## src/rtl/serie_paralelo_8b_pkg.sv

```systemverilog
// Shared constants and state encoding for the serial receive path and the 8->32 packer.
package serie_paralelo_8b_pkg;

  localparam logic [7:0] COMMA            = 8'hBC;
  localparam int unsigned BC_COUNT_DEFAULT = 4;

  typedef enum logic [1:0] {
    UNALIGNED = 2'd0,
    ALIGNED   = 2'd1,
    ACTIVE    = 2'd2
  } sp_state_t;

endpackage

```

## src/rtl/serie_paralelo_8b.sv

```systemverilog
// Serial-to-parallel receiver: MSB-first, comma byte-alignment, link-up after BC_COUNT aligned commas.
// Byte appears on the edge sampling its last bit and is held 8 clk_32f cycles; no backpressure.
module serie_paralelo_8b
  import serie_paralelo_8b_pkg::*;
#(
  parameter int unsigned BC_COUNT = BC_COUNT_DEFAULT
) (
  input  logic       clk_32f,
  input  logic       reset_L,
  input  logic       data_in,
  output logic [7:0] data_out,
  output logic       valid_out,
  output logic       active
);

  localparam logic [3:0] BC_TGT = BC_COUNT[3:0];

  sp_state_t  state, state_d;
  // Only 7 bits are stored: the 8th bit of every window is the live data_in.
  logic [6:0] sr;
  logic [7:0] next_sr;
  logic [2:0] bit_cnt, bit_cnt_d;
  logic [3:0] bc_cnt, bc_cnt_d;
  logic [7:0] data_d;
  logic       valid_d;
  logic       byte_done;

  assign next_sr   = {sr, data_in};
  assign byte_done = (bit_cnt == 3'd7);
  assign active    = (state == ACTIVE);

  always_ff @(posedge clk_32f or negedge reset_L) begin
    if (!reset_L) begin
      state     <= UNALIGNED;
      sr        <= '0;
      bit_cnt   <= '0;
      bc_cnt    <= '0;
      data_out  <= '0;
      valid_out <= 1'b0;
    end else begin
      state     <= state_d;
      sr        <= next_sr[6:0];
      bit_cnt   <= bit_cnt_d;
      bc_cnt    <= bc_cnt_d;
      data_out  <= data_d;
      valid_out <= valid_d;
    end
  end

  always_comb begin
    state_d   = state;
    bit_cnt_d = bit_cnt;
    bc_cnt_d  = bc_cnt;
    data_d    = data_out;
    valid_d   = valid_out;
    unique case (state)
      UNALIGNED: begin
        if (next_sr == COMMA) begin
          bit_cnt_d = '0;
          bc_cnt_d  = 4'd1;
          state_d   = (BC_COUNT == 1) ? ACTIVE : ALIGNED;
        end
      end
      ALIGNED: begin
        bit_cnt_d = byte_done ? 3'd0 : bit_cnt + 3'd1;
        if (byte_done) begin
          if (next_sr == COMMA) begin
            bc_cnt_d = bc_cnt + 4'd1;
            if (bc_cnt + 4'd1 == BC_TGT) state_d = ACTIVE;
          end else begin
            bc_cnt_d = '0;
            state_d  = UNALIGNED;
          end
        end
      end
      ACTIVE: begin
        // No loss-of-sync detection: only reset leaves this state.
        bit_cnt_d = byte_done ? 3'd0 : bit_cnt + 3'd1;
        if (byte_done) begin
          data_d  = next_sr;
          valid_d = (next_sr != COMMA);
        end
      end
      default: state_d = UNALIGNED;
    endcase
  end

endmodule

```

## config.mk

```make
export PLATFORM = sky130hd
export DESIGN_NAME = serie_paralelo_8b
export DESIGN_NICKNAME = d
export VERILOG_FILES = /design/src/rtl/serie_paralelo_8b_pkg.sv /design/src/rtl/serie_paralelo_8b.sv
export SDC_FILE = /design/constraint.sdc
export NUM_CORES = 1
export LEC_CHECK = 0
export CORE_MARGIN = 5
export CORE_UTILIZATION = 54
export DETAILED_ROUTE_END_ITERATION = 7
export GPL_ROUTABILITY_DRIVEN = 0
export PLACE_DENSITY = 0.77
export SLEW_MARGIN = 20
export SYNTH_ARGS = -nofsm -noshare
export SYNTH_HDL_FRONTEND = slang
export SYNTH_SLANG_ARGS = --single-unit
```

## constraint.sdc

```tcl
create_clock -name clk_32f -period 1.9 [get_ports clk_32f]
set_input_delay 0.19 -clock clk_32f [delete_from_list [all_inputs] [get_ports clk_32f]]
set_output_delay 0.19 -clock clk_32f [all_outputs]
set_load 0.01 [all_outputs]
```

---- Yosys cells after proc, flatten, opt, wreduce, memory -nomap -nowiden ----
Cells that the tools add are included.
storage, ports and cells
  register bits ........................... 25
  bits in latches ......................... 0
  RAM bits ................................ 0
  bits in read-only memories .............. 0
  input port bits ......................... 3
  output and inout bits ................... 10
  logic and storage cells ................. 38
  memories kept ........................... 0
operators by class
  add/subtract/negate cells ............... 2
  multipliers ............................. 0
  divide/modulo/power cells ............... 0
  magnitude comparators ................... 0
  equality and inequality tests ........... 9
  shifts and indexed selects .............. 0
  multiplexer cells ....................... 12
  bitwise logic cells ..................... 1
  reductions and logical operators ........ 8
operator list
  operator                                                                count
  4-bit two-way mux                                                       3
  8-bit equality test (second input constant)                             1
  2-bit two-way mux                                                       4
  8-bit != test (second input constant)                                   1
  4-bit one-hot mux with 2 select lines                                   1
  3-bit two-way mux                                                       2
  2-bit one-hot mux with 3 select lines                                   1
  3-bit one-hot mux with 2 select lines                                   1
  4-bit by 1-bit adder with 4-bit output (second input constant)          1
  4-bit by 3-bit equality test with 1-bit output (second input constant)  1
  2-bit != test (second input constant)                                   2
  2-bit AND reduction                                                     2
  4-bit AND reduction                                                     1
  2-bit nonzero test                                                      2
  3-bit by 1-bit adder with 3-bit output (second input constant)          1
  3-bit equality test (second input constant)                             1
  3-bit != test (second input constant)                                   1
  3-bit AND reduction                                                     1
  2-bit by 1-bit equality test with 1-bit output (second input constant)  1
  2-bit equality test (second input constant)                             1
  2-bit logical NOT                                                       1
  2-bit OR reduction                                                      1
  1-bit NOT                                                               1

---- Longest topological paths before layout ----
  depth in word-level cells ............... 6
  mapped depth ............................ 6
  depth with buffers taken out ............ 6

---- Least setup slack after synthesis ----
OpenSTA, ideal clock, no wires.
  kind .................................... register to register
  start ................................... register bit_cnt[0]
  end ..................................... register data_out[0]
  setup time .............................. 0.125 ns
  arrival ................................. 1.492 ns
  data required time ...................... 1.775 ns
  path slack .............................. 0.283 ns
  cell stages (with the launch flop) ...... 6
  path buffers ............................ 1
  clock period less this slack ............ 1.617 ns
  path through ............................ dfrtp_1 -> ha_1 -> ha_1 -> buf_2 -> nand2_1 -> mux2_2
between the ends
  word-level cells in the longest chain between the ends .. 2
ends and longest elaborated chain
  item                           RTL line                 source
  start, declared                serie_paralelo_8b.sv:22  logic [2:0] bit_cnt, bit_cnt_d;
  start signal, assigned         serie_paralelo_8b.sv:43  bit_cnt <= bit_cnt_d;
  3-bit equality test            serie_paralelo_8b.sv:29  assign byte_done = (bit_cnt == 3'd7);
  2-bit AND reduction (no line)  -
  end signal, assigned           serie_paralelo_8b.sv:45  data_out <= data_d;
  end, declared                  serie_paralelo_8b.sv:11  output logic [7:0] data_out,
No other way between the ends.
A chain may end at the register's enable or synchronous reset.

---- Worst setup path after layout ----
  start ................................... register state[0]
  end ..................................... output port active
between the ends
  word-level cells in the longest chain between the ends .. 1
ends and longest elaborated chain
  item                    RTL line                 source
  start, declared         serie_paralelo_8b.sv:18  sp_state_t state, state_d;
  start signal, assigned  serie_paralelo_8b.sv:41  state <= state_d;
  2-bit equality test     serie_paralelo_8b.sv:30  assign active = (state == ACTIVE);
  end, declared           serie_paralelo_8b.sv:13  output logic active
No other way between the ends.

==> qor.yml <==
final_layout:
  layout-drive-gt1-share: 0.177
  nets: 125
  antenna_cells: 0
  syn_to_final_growth_pct: 16.8
  nFillCells: 175
  multi_input_area_um2: 548
  regArea_um2: 626
  stdcell_area_um2: 1410
  instances_no_fill: 141
critical_path:
  path_max_fanout: 3
  cp_top_family: "buffers and inverters"
  r2r-start: "bc_cnt[0]"
  endpoint_kind: "output pin"
  critical-path-slowest-cell: "clkdlybuf4s50_1"
  cp-startpoint: "state[0]"
  worstPathCellList: "inv_1 -> ha_1 -> clkdlybuf4s50_1"
  slowest_delay_ns: 0.55
  worstSetupPathType: "reg -> out"
  cp.required_ns: 1.71
  worstPathArrival_ns: 1.61
  startpoint_type: "flop"
  path_buf_inv: 2
clocking:
  clk_latency_ns: 0.32
  cts_tree: "built"
  clk_pin_slew_ns: 0.14
  clockBufferDepth: 2
  cts_buffers: 3
  post_cts_resized: 0
  htree_levels: 1
  cts_num_sinks: 25
  clock-root-buffer: "clkbuf_4"
power:
  peakVddDrop_uv: 452
  powerDensity_nw_per_um2: 680
  leakagePower_nw: 0.641
route:
  vias: 783
  route.met3.wl_um: 51
  drt_iter0_markers: 26
  via_per_inst: 5.55
  remaining_drc_errors: 0
  ant_nets: 0
  top_layer: "met4"
  wl_per_cell_um: 15.8
  drt_wl_total_um: 2230
  route.layer.met1.wl_um: 1050
  wl_met2_um: 1100
  firstDrtPassIters: 4
hold_path:
  hold_path.class: "in -> async"
timing:
  slew_headroom: 0.698
  setup_viol: 0
  holdWs_ns: 0.201
  setup_tns_ns: 0
  tightest_slew_ns: 0.449
  max_clock_freq_mhz: 557
  drv_slew: 0
  rsz0062_at_grt: "false"
  clock_skew_ns: 0.00753
  hold_viol: 0
  period_share: 0.946
  fin_crit_ns: 1.80
placement:
  dp_cells: 136
  hpwl_um: 1620
  placement.io_buffers: 12
  placement.cell_area_um2: 1370
synth:
  async_flop_share: 1.00
  netlist_area_um2: 1210
  syn_area_per_cell_um2: 12.7
  synth_seq_area_share: 0.518
  ys_warn_count: 0
  synthDistinctLibCells: 33
  synth_nets: 106
  synth-edff-count: 0
  synth.ff_latch_count: 25
  synth_ff_type: "dfrtp_1"
  syn_inst: 95
floorplanning:
  initial_core_util: 0.557
  die_w_um: 57.3
  core_region_area_um2: 2170
  io_pins: 13
  dieArea_um2: 3280
  rows: 17
  die_h_um: 57.3
global_route:
  grt_pass1_wl_um: 3810
  track_usage: 0.152
  grt_max_degree: 26
  grt_remaining_overflow: 0
  antenna_found_initial: 0
  grt_pass1_vias: 826
status:
  status: "finished clean"
flow_run:
  max_cap_violations: 0
per-stage QoR:
stage / util / worst slack, ns / power, mW
after floorplan: - / 0.283 / 0.673
after global routing: 0.651 / 0.0129 / 1.01
final: 0.651 / 0.103 / 0.960
after CTS: 0.647 / 0.0506 / 0.971
after detailed placement: 0.633 / 0.0887 / 0.722
after global placement: 0.633 / 0.156 / 0.708
metal layers:
metal | global-route usage | vias up
met1 | 0.199 | 395
met4 | 0.0795 | 0
met2 | 0.237 | 6
met3 | 0.0317 | 2
met5 | 0 | -
li1 | - | 380
layout by cell type (no fill, tap or decap), types with 2 or more instances in the layout:
cell / count
buf_4: 3
a21oi_1: 4
dfrtp_1: 25
o2bb2ai_1: 3
inv_1: 8
a32oi_1: 2
nor2b_1: 3
ha_1: 8
o21ai_0: 2
nand2_1: 5
clkdlybuf4s50_1: 12
mux2i_1: 2
mux2_2: 8
o31ai_1: 4
clkbuf_4: 3
layout make-up:
type	instances	area share
sequential	25	0.443
multi-input combinational	61	0.388
timing repair buffer	15	0.101
tap	28	0.0248
inverter	8	0.0213
clock buffer	3	0.0160
clock inverter	1	0.00532
power by group:
group,switching (mW),internal (mW),total [mW],leakage [nW]
registers,0.0286,0.566,0.595,0.319
clock network,0.165,0.0805,0.245,0.0139
logic,0.0685,0.0523,0.121,0.308
total,0.262,0.699,0.960,0.641
cells in the mapped netlist, types with 2 or more instances:
master | instances | area share
a21oi_1 | 4 | 0.017
a32oi_1 | 2 | 0.014
dfrtp_1 | 25 | 0.52
ha_1 | 8 | 0.083
inv_1 | 8 | 0.025
mux2_2 | 8 | 0.075
mux2i_1 | 2 | 0.017
nand2_1 | 5 | 0.016
nor2b_1 | 3 | 0.016
o21ai_0 | 2 | 0.0083
o2bb2ai_1 | 3 | 0.022
o31ai_1 | 4 | 0.025
cell families after synthesis:
kind of cell	count (synthesis)	share of synthesized area
flops	25	0.518
compound gates	22	0.131
simple gates	20	0.139
mux	11	0.100
buf+inv	9	0.0290
fa+ha+maj	8	0.0828
sequential cells by signal (all words and copies together) (netlist names):
register   flops
bit_cnt        3
state          2
sr             7
valid_out      1
data_out       8
bc_cnt         4
worst paths after layout:
path                                   to  slack, ns  depth (start not counted)
worst max-delay path               active       0.10                          3
worst min register to register      sr[6]       0.41                          0
worst max register to register   state[0]       0.24                          5
min in group clk_32f                sr[0]       0.36                          1
worst min-delay path            bc_cnt[0]       0.20                          2
max in group asynchronous        state[0]       1.46                          2
repair_timing:
| item | 4_1_cts | 5_1_grt |
|---|---|---|
| hold endpoints to repair | 0 | 0 |
| setup endpoints to repair | 0 | 1 |
| hold buffers | 0 | 0 |
| buffers inserted | 0 | 1 |
worst register-to-register path, stage by stage (launching register included):
cell and delay (ns):
dfrtp_1 0.47, ha_1 0.27, nand3b_1 0.17, o31ai_1 0.40
nand4b_1 0.18, nand3_1 0.07
Power figures use the tool's default switching activity.
